<file path="config.mk">
export PLATFORM = sky130hd
export DESIGN_NAME = sequenciador_pc
export DESIGN_NICKNAME = d
export VERILOG_FILES = /design/src/rtl/pc_pkg.sv /design/src/rtl/pilha_retorno.sv /design/src/rtl/sequenciador_pc.sv
export SDC_FILE = /design/constraint.sdc
export NUM_CORES = 1
export LEC_CHECK = 0
export BUFFER_PORTS_ARGS = -buffer_cell sky130_fd_sc_hd__clkbuf_2
export CORE_MARGIN = 8
export CORE_UTILIZATION = 51
export DETAILED_ROUTE_END_ITERATION = 10
export GPL_TIMING_DRIVEN = 0
export PLACE_DENSITY = 0.77
export REMOVE_ABC_BUFFERS = 1
export SKIP_LAST_GASP = 1
export SYNTH_ARGS = -nofsm -noshare
export SYNTH_HDL_FRONTEND = slang
export SYNTH_SLANG_ARGS = --single-unit
</file>
<file path="constraint.sdc">
create_clock -name clock -period 8.85 [get_ports clock]
set_input_delay 0.4425 -clock clock [delete_from_list [all_inputs] [get_ports clock]]
set_output_delay 0.4425 -clock clock [all_outputs]
set_load 0.02 [all_outputs]
</file>
<file path="src/rtl/pc_pkg.sv">
// pc_pkg: program-counter operation encodings shared by the sequencer and its bench
package pc_pkg;
  typedef enum logic [2:0] {
    OP_HOLD   = 3'b000,
    OP_INC    = 3'b001,
    OP_BRANCH = 3'b010,
    OP_JUMP   = 3'b011,
    OP_CALL   = 3'b100,
    OP_RET    = 3'b101,
    OP_IRET   = 3'b110,
    OP_RSVD   = 3'b111
  } op_e;
endpackage

</file>
<file path="src/rtl/pilha_retorno.sv">
// pilha_retorno: circular return-address stack; a push when full overwrites the oldest entry
module pilha_retorno #(
  parameter int ADDR_W    = 26,
  parameter int RAS_DEPTH = 8
) (
  input  logic              clock,
  input  logic              reset,
  input  logic              push,
  input  logic              pop,
  input  logic [ADDR_W-1:0] din,
  output logic              full,
  output logic              empty,
  output logic [ADDR_W-1:0] top
);
  localparam int PW = $clog2(RAS_DEPTH);
  logic [ADDR_W-1:0] mem [RAS_DEPTH];
  logic [PW-1:0]     sp;
  logic [PW:0]       count;
  assign full  = count == (PW+1)'(RAS_DEPTH);
  assign empty = count == '0;
  assign top   = mem[sp - 1'b1];
  // sp wraps naturally, so once full the next write lands on the oldest slot
  always_ff @(posedge clock or negedge reset)
    if (!reset) begin
      sp    <= '0;
      count <= '0;
    end else if (push) begin
      sp    <= sp + 1'b1;
      count <= full ? count : count + 1'b1;
    end else if (pop && !empty) begin
      sp    <= sp - 1'b1;
      count <= count - 1'b1;
    end
  always_ff @(posedge clock)
    if (push) mem[sp] <= din;
endmodule

</file>
<file path="src/rtl/sequenciador_pc.sv">
// sequenciador_pc: program counter with call/return stack and single-level interrupt entry
module sequenciador_pc import pc_pkg::*; #(
  parameter int              ADDR_W     = 26,
  parameter int              RAS_DEPTH  = 8,
  parameter logic [ADDR_W-1:0] RESET_ADDR = '0,
  parameter logic [ADDR_W-1:0] INT_VECTOR = ADDR_W'(1)
) (
  input  logic              clock,
  input  logic              reset,
  input  logic [2:0]        addOp,
  input  logic [ADDR_W-1:0] desvio,
  input  logic [ADDR_W-1:0] salto,
  input  logic              irq,
  output logic [ADDR_W-1:0] pcAtual,
  output logic              emIsr,
  output logic              pilhaCheia,
  output logic              pilhaVazia,
  output logic              erroOverflow,
  output logic              erroUnderflow
);
  logic [ADDR_W-1:0] epc, pc_inc, pc_next, ras_top;
  logic take_irq, push, pop, iret, ret_empty;
  assign take_irq  = irq && !emIsr;
  assign pc_inc    = pcAtual + 1'b1;
  assign push      = !take_irq && addOp == OP_CALL;
  assign pop       = !take_irq && addOp == OP_RET && !pilhaVazia;
  assign ret_empty = !take_irq && addOp == OP_RET && pilhaVazia;
  assign iret      = addOp == OP_IRET && emIsr;
  // interrupt entry outranks every opcode; iret outside the handler degrades to increment
  always_comb
    pc_next = take_irq                                                      ? INT_VECTOR :
              (addOp == OP_INC || ret_empty || (addOp == OP_IRET && !emIsr)) ? pc_inc :
              addOp == OP_BRANCH                                            ? desvio :
              (addOp == OP_JUMP || addOp == OP_CALL)                        ? salto :
              addOp == OP_RET                                               ? ras_top :
              iret                                                          ? epc : pcAtual;
  always_ff @(posedge clock or negedge reset)
    if (!reset) begin
      pcAtual       <= RESET_ADDR;
      epc           <= '0;
      emIsr         <= 1'b0;
      erroOverflow  <= 1'b0;
      erroUnderflow <= 1'b0;
    end else begin
      pcAtual       <= pc_next;
      if (take_irq) epc <= pcAtual;
      emIsr         <= take_irq || (emIsr && !iret);
      erroOverflow  <= erroOverflow || (push && pilhaCheia);
      erroUnderflow <= erroUnderflow || ret_empty;
    end
  pilha_retorno #(.ADDR_W(ADDR_W), .RAS_DEPTH(RAS_DEPTH)) u_pilha (
    .clock(clock),
    .reset(reset),
    .push(push),
    .pop(pop),
    .din(pc_inc),
    .full(pilhaCheia),
    .empty(pilhaVazia),
    .top(ras_top)
  );
endmodule
</file>
Word-level counts from Yosys, hierarchy flattened
Memories as Yosys holds them, arrays and structs flattened.
Cells that the tools add are included.
{ "totals": {"output_inout_bits": 31, "memories": 1, "mem_bits_rw": 208, "register_bits": 62, "elab_cells": 58, "rom_bits": 0, "latch_bits": 0, "inputBits": 58} }
{ "op_classes": {"order_cmp": 0, "reduce_logical": 24, "addsub": 5, "n_bitwise": 0, "n_div": 0, "shifts": 0, "n_mul": 0, "muxes": 13, "n_eq_ne": 8} }
{ "mem_list": {"columns": ["memory", "depth", "width", "rd", "rd_clocked_by_memory_dff", "write_ports", "line", "text"], "rows": [
  ["u_pilha.mem", 8, 26, 1, 0, 1, "pilha_retorno.sv:16", "logic [ADDR_W-1:0] mem [RAS_DEPTH];"]
]} }
{ "op_table": {"columns": ["op", "n"], "rows": [
  ["2-to-1 mux 26 bit", 6],
  ["adder 26 x 1 -> 26 bit (second input constant)", 1],
  ["2-to-1 mux 4 bit", 3],
  ["logical AND 1 bit", 10],
  ["== test 3 bit (second input constant)", 3],
  ["== test 3 x 2 -> 1 bit (second input constant)", 2],
  ["logical OR 1 bit", 6],
  ["2-to-1 mux 3 bit", 2],
  ["nonzero test 6 bit", 1],
  ["adder 4 x 1 -> 4 bit (second input constant)", 1],
  ["== test 4 bit (second input constant)", 1],
  ["zero test 1 bit", 4],
  ["zero test 4 bit", 1],
  ["subtractor 4 x 1 -> 4 bit (second input constant)", 1],
  ["adder 3 x 1 -> 3 bit (second input constant)", 1],
  ["== test 3 x 1 -> 1 bit (second input constant)", 1],
  ["subtractor 3 x 1 -> 3 bit (second input constant)", 1],
  ["2-to-1 mux 1 bit", 2],
  ["!= test 2 bit (second input constant)", 1],
  ["AND reduction 2 bit", 1],
  ["nonzero test 2 bit", 1]
]} }

Depth between registers and ports, before layout
{ "logic_depth": {"depth_word": 9, "mapped_depth": 12, "mapped_depth_nobuf": 9} }

Modules after synthesis
A second synthesis with hierarchy kept.
{ "hier_totals": {"hier_cells": 935, "area_unflattened_um2": 12823.5} }
{ "modules_own_cells": {"columns": ["module", "area_per_inst_um2", "n_inst", "seq_area_each_um2", "cells_per_inst"], "rows": [
  ["pilha_retorno", 8416.8, 1, 6421.2, 359],
  ["sequenciador_pc", 4406.7, 1, 1376.3, 576]
]} }

Worst setup path after synthesis
OpenSTA, ideal clock, no wires.
{ "synth_path": {"path_type": "in2reg", "startpoint": "in addOp[1]", "endpoint": "mem u_pilha.mem[2][0] (enable)", "setup_slack_ps": 4410, "n_path_buf": 1, "setup_ps": 475, "t_required_ps": 8375, "cell_stages": 6, "t_arrival_ps": 3965, "cell_sequence": "buf_2 > nor2b_1 > nand2_1 > nor2_1 > inv_1 > nor4_1"} }
{ "synth_via": {"elab_chain_cells": 4} }
{ "synth_rtl": {"columns": ["element", "line", "text"], "rows": [
  ["start, declared", "sequenciador_pc.sv:10", "input logic [2:0] addOp,"],
  ["== test 3 bit", "sequenciador_pc.sv:25", "assign push = !take_irq && addOp == OP_CALL;"],
  ["logical AND 1 bit", "sequenciador_pc.sv:25", null],
  ["2-to-1 mux 1 bit", "pilha_retorno.sv:35", "if (push) mem[sp] <= din;"],
  ["2-to-1 mux 1 bit (not written as such)", "pilha_retorno.sv:35", null],
  ["end, declared", "pilha_retorno.sv:16", null]
]} }
Every way passes these cells.

Worst setup path after layout
{ "layout_path": {"startpoint": "reg u_pilha.sp[0]", "endpoint": "reg pcAtual[18]"} }
{ "layout_via": {"elab_chain_cells": 7} }
{ "layout_rtl": {"columns": ["element", "line", "text"], "rows": [
  ["start, declared", "pilha_retorno.sv:17", "logic [PW-1:0] sp;"],
  ["start signal, assigned", "pilha_retorno.sv:28", "sp <= sp + 1'b1;"],
  ["start signal, assigned", "pilha_retorno.sv:31", "sp <= sp - 1'b1;"],
  ["subtractor 3 x 1 -> 3 bit", "pilha_retorno.sv:21", "assign top = mem[sp - 1'b1];"],
  ["memory read (8 x 26 bit)", null, null],
  ["2-to-1 mux 26 bit", "sequenciador_pc.sv:35", "addOp == OP_RET ? ras_top :"],
  ["2-to-1 mux 26 bit", "sequenciador_pc.sv:34", "(addOp == OP_JUMP || addOp == OP_CALL) ? salto :"],
  ["2-to-1 mux 26 bit", "sequenciador_pc.sv:33", "addOp == OP_BRANCH ? desvio :"],
  ["2-to-1 mux 26 bit", "sequenciador_pc.sv:32", "(addOp == OP_INC || ret_empty || (addOp == OP_IRET && !emIsr)) ? pc_inc :"],
  ["2-to-1 mux 26 bit", "sequenciador_pc.sv:31", "pc_next = take_irq ? INT_VECTOR :"],
  ["end signal, assigned", "sequenciador_pc.sv:45", "pcAtual <= pc_next;"],
  ["end, declared", "sequenciador_pc.sv:14", "output logic [ADDR_W-1:0] pcAtual,"]
]} }
Every way passes these cells.
A chain may end at the register's enable or synchronous reset.

==> results.toml <==
[critical_path]
critPathBufInv = 2
start_kind = "flop"
rrSetupSlack_ns = 4.48
arrival_ns = 4.80
path_max_fanout = 48
cpMaxStageDelayCell = "xor2_4"
r2r_start = "u_pilha.sp[0]"
r2r_cells = 8
crit_family = "XOR/XNOR gates"
worstSetupEndpointType = "flop"
crit_type = "flop to flop"
r2r_end = "pcAtual[18]"
cp.required_ns = 9.28
slowest_delay_ns = 1.09
cp_cell_sequence = "buf_16 > clkinv_1 > ha_4 > xor2_4 > mux4_1 > o211ai_1 > o2111ai_1 > a22o_1"

[cells_and_area]
post-route-util_pct = 59.7
final_area_sq_um = 14500
nFillCells = 1844
syn_to_final_growth_pct = 15.5
fin_nets = 1117
drive_gt1_share_pct = 20.9
fin_cells = 1400
diodes = 0

[floorplan]
coreArea_sq_um = 24200
die_w_um = 173
start_util_pct = 51.7
rows = 57
dieArea_sq_um = 29800
die_y_um = 173
top_level_ports = 89

[route]
drt-initial-drc-count = 1180
drtAntennaViolNets = 0
vias_per_cell = 6.38
drt-total-wl_um = 34100
vias = 8934
drtPass1Iterations = 6
drc = 0
routedWlPerCell_um = 24.3

[place]
post_dp_cell_area_sq_um = 13600
dp_hpwl_um = 22500
place_inst = 1347
pre_cts_slack_ns = 4.17
routabilityCongestion = 0.820
port_buffers = 88

[clock_network]
ctsResizeCount = 0
cts_buffers = 28
cts_tree = "yes"
htree_num_levels = 1
cts_hold_buf = 1
numClockSinks = 270
clk_pin_slew_ns = 0.06
clock-root-buffer = "clkbuf_16"
clock_path_buffers = 3
worst_skew_pair.late_latency_ns = 0.55
postCtsSetupRepairBufs = 0

[sta]
finClkSkew_ns = 0.0161
setup_viol = 0
period_needed_ns = 4.37
slew_headroom_pct = 4.08
hold_viol = 0
worstMarginPinSlew_ns = 1.44
clock.fmax_mhz = 229
rsz0062_at_grt = "false"
maxSlewViolCount = 0
fin_ws_ns = 4.48
period_share_pct = 49.4

[global_route]
met2_usage_pct = 36.1
grtUsageTotal_pct = 22.1
grt_max_degree = 66
top_usage_layer = "met2"
use_met1_pct = 29.2
grt_pass1_vias = 8801
use_met3_pct = 4.44
grt_pass1_wl_um = 52000
grt_overflow = 0
antenna_found_initial = 0

[synthesis]
ys_ff_latch = 270
synth_area_per_cell_sq_um = 12.9
synth_edf_count = 208
synth_top_area_share_pct = 49.9
ys_async_sr_fraction_pct = 23.0
synth_cell_types = 62
synthCells = 974
synth_area_sq_um = 12500
yosysSeqAreaShare_pct = 62.2
yosys.area.top_type = "edfxtp_1"
yosysWarnings = 0
synthFlopType = "edfxtp_1"
ys_top_cells_by_area = "edfxtp_1 50%, dfrtp_1 12%, mux4_2 7.4%, nand2_1 4.5%, o21ai_0 2.4%"

[power_and_ir_drop]
p_leak_uw = 0.00536
power_per_cell_area_nw_per_um2 = 325
power_uw = 4710
peakVddDrop_v = 0.000295
power_frac_seq_pct = 40.3
p_comb_share_pct = 35.1
p_int_uw = 2990
swShare_pct = 36.5
clockPowerShare_pct = 24.6
switchingPower_uw = 1720

[hold_path]
hold_class = "input port to asynchronous set/reset pin"

[outcome]
status = "finished clean"

[job]
cap_violations = 0
## state kept, by name, summed over array words and instances (netlist names)
register	cells
emIsr	1
epc	26
erroOverflow	1
erroUnderflow	1
pcAtual	26
u_pilha.count	4
u_pilha.mem	208
u_pilha.sp	3
## metrics by stage
step                      setup TNS [ns]  hold slack [ns]
after floorplan                        0            0.147
after global routing                   0            0.311
after detailed placement               0            0.321
after global placement            -20.98            0.444
final                                  0            0.296
after CTS                              0            0.300
## logic make-up (layout without fill, tap and decap cells)
family,count (synthesis),in the layout,synth area share [%]
AO/OA/AOI/OAI,201,201,10.7
XOR/XNOR,31,31,2.32
adder cells (fa/ha/maj),5,5,0.499
buffers and inverters,87,189,2.80
flip-flops,270,270,62.2
multiplexers,72,72,10.4
AND/OR/NAND/NOR,308,308,11.1
## per-layer routing
metal / vias to the layer above / share of wire [%]
li1: 3885 / -
met1: 4466 / 39
met2: 508 / 49
met3: 75 / 9.8
met4: 0 / 2.9
met5: - / 0
## power by group through the flow
stage | logic [uW] | clock network, uW | registers [uW]
floorplan | 1010 | 0 | 1950
global placement | 1510 | 0 | 1950
detailed placement | 1620 | 0 | 1910
CTS | 1640 | 1170 | 1890
global route | 1760 | 1210 | 1920
finish | 1650 | 1160 | 1900
## layout by cell type (no fill, tap or decap), drive strengths merged, types with 10 or more instances in the layout
cell      n
xor2     10
edfxtp  208
clkinv   14
a31oi    10
inv      17
nand2   150
mux4     45
o21ai    61
o221ai   12
mux2i    26
clkbuf  124
nor2     47
a211oi   13
nand3    44
nor3     12
dfrtp    62
xnor2    21
a21oi    32
nand4    15
buf      30
## cell type report
cell class | instances | area [sq um] | area share (%)
inverter | 18 | 67.6 | 0.467
clock inverter | 16 | 138 | 0.951
multi-input combinational | 617 | 4480 | 30.9
clock buffer | 36 | 772 | 5.33
sequential | 270 | 7800 | 53.9
timing repair buffer | 119 | 812 | 5.61
tap | 324 | 405 | 2.80
## cells in the mapped netlist (12+ instances only)
library cell  number
inv_1             16
mux2i_1           26
nor2_1            47
a21oi_1           32
edfxtp_1         208
nand3_1           44
nand4_1           15
buf_1             14
xnor2_1           21
a211oi_1          13
nand2_1          150
dfrtp_1           62
clkbuf_1          36
buf_2             19
nor3_1            12
o221ai_1          12
mux4_2            41
o21ai_0           61
## how the worst max path moves through the flow
stage / start / endpoint / slack [ns] / depth (start not counted)
finish: u_pilha.sp[0] / pcAtual[18] / 4.48 / 8
global route: u_pilha.sp[0] / pcAtual[18] / 4.38 / 8
CTS: u_pilha.sp[0] / pcAtual[18] / 4.52 / 8
detailed placement: addOp[2] / u_pilha.mem[0][22] / 4.17 / 9
global placement: u_pilha.sp[0] / u_pilha.mem[1][2] / -0.81 / 2
floorplan: u_pilha.sp[0] / u_pilha.mem[1][0] / 3.00 / 2
Note: power is estimated with default switching activity, not from simulation.
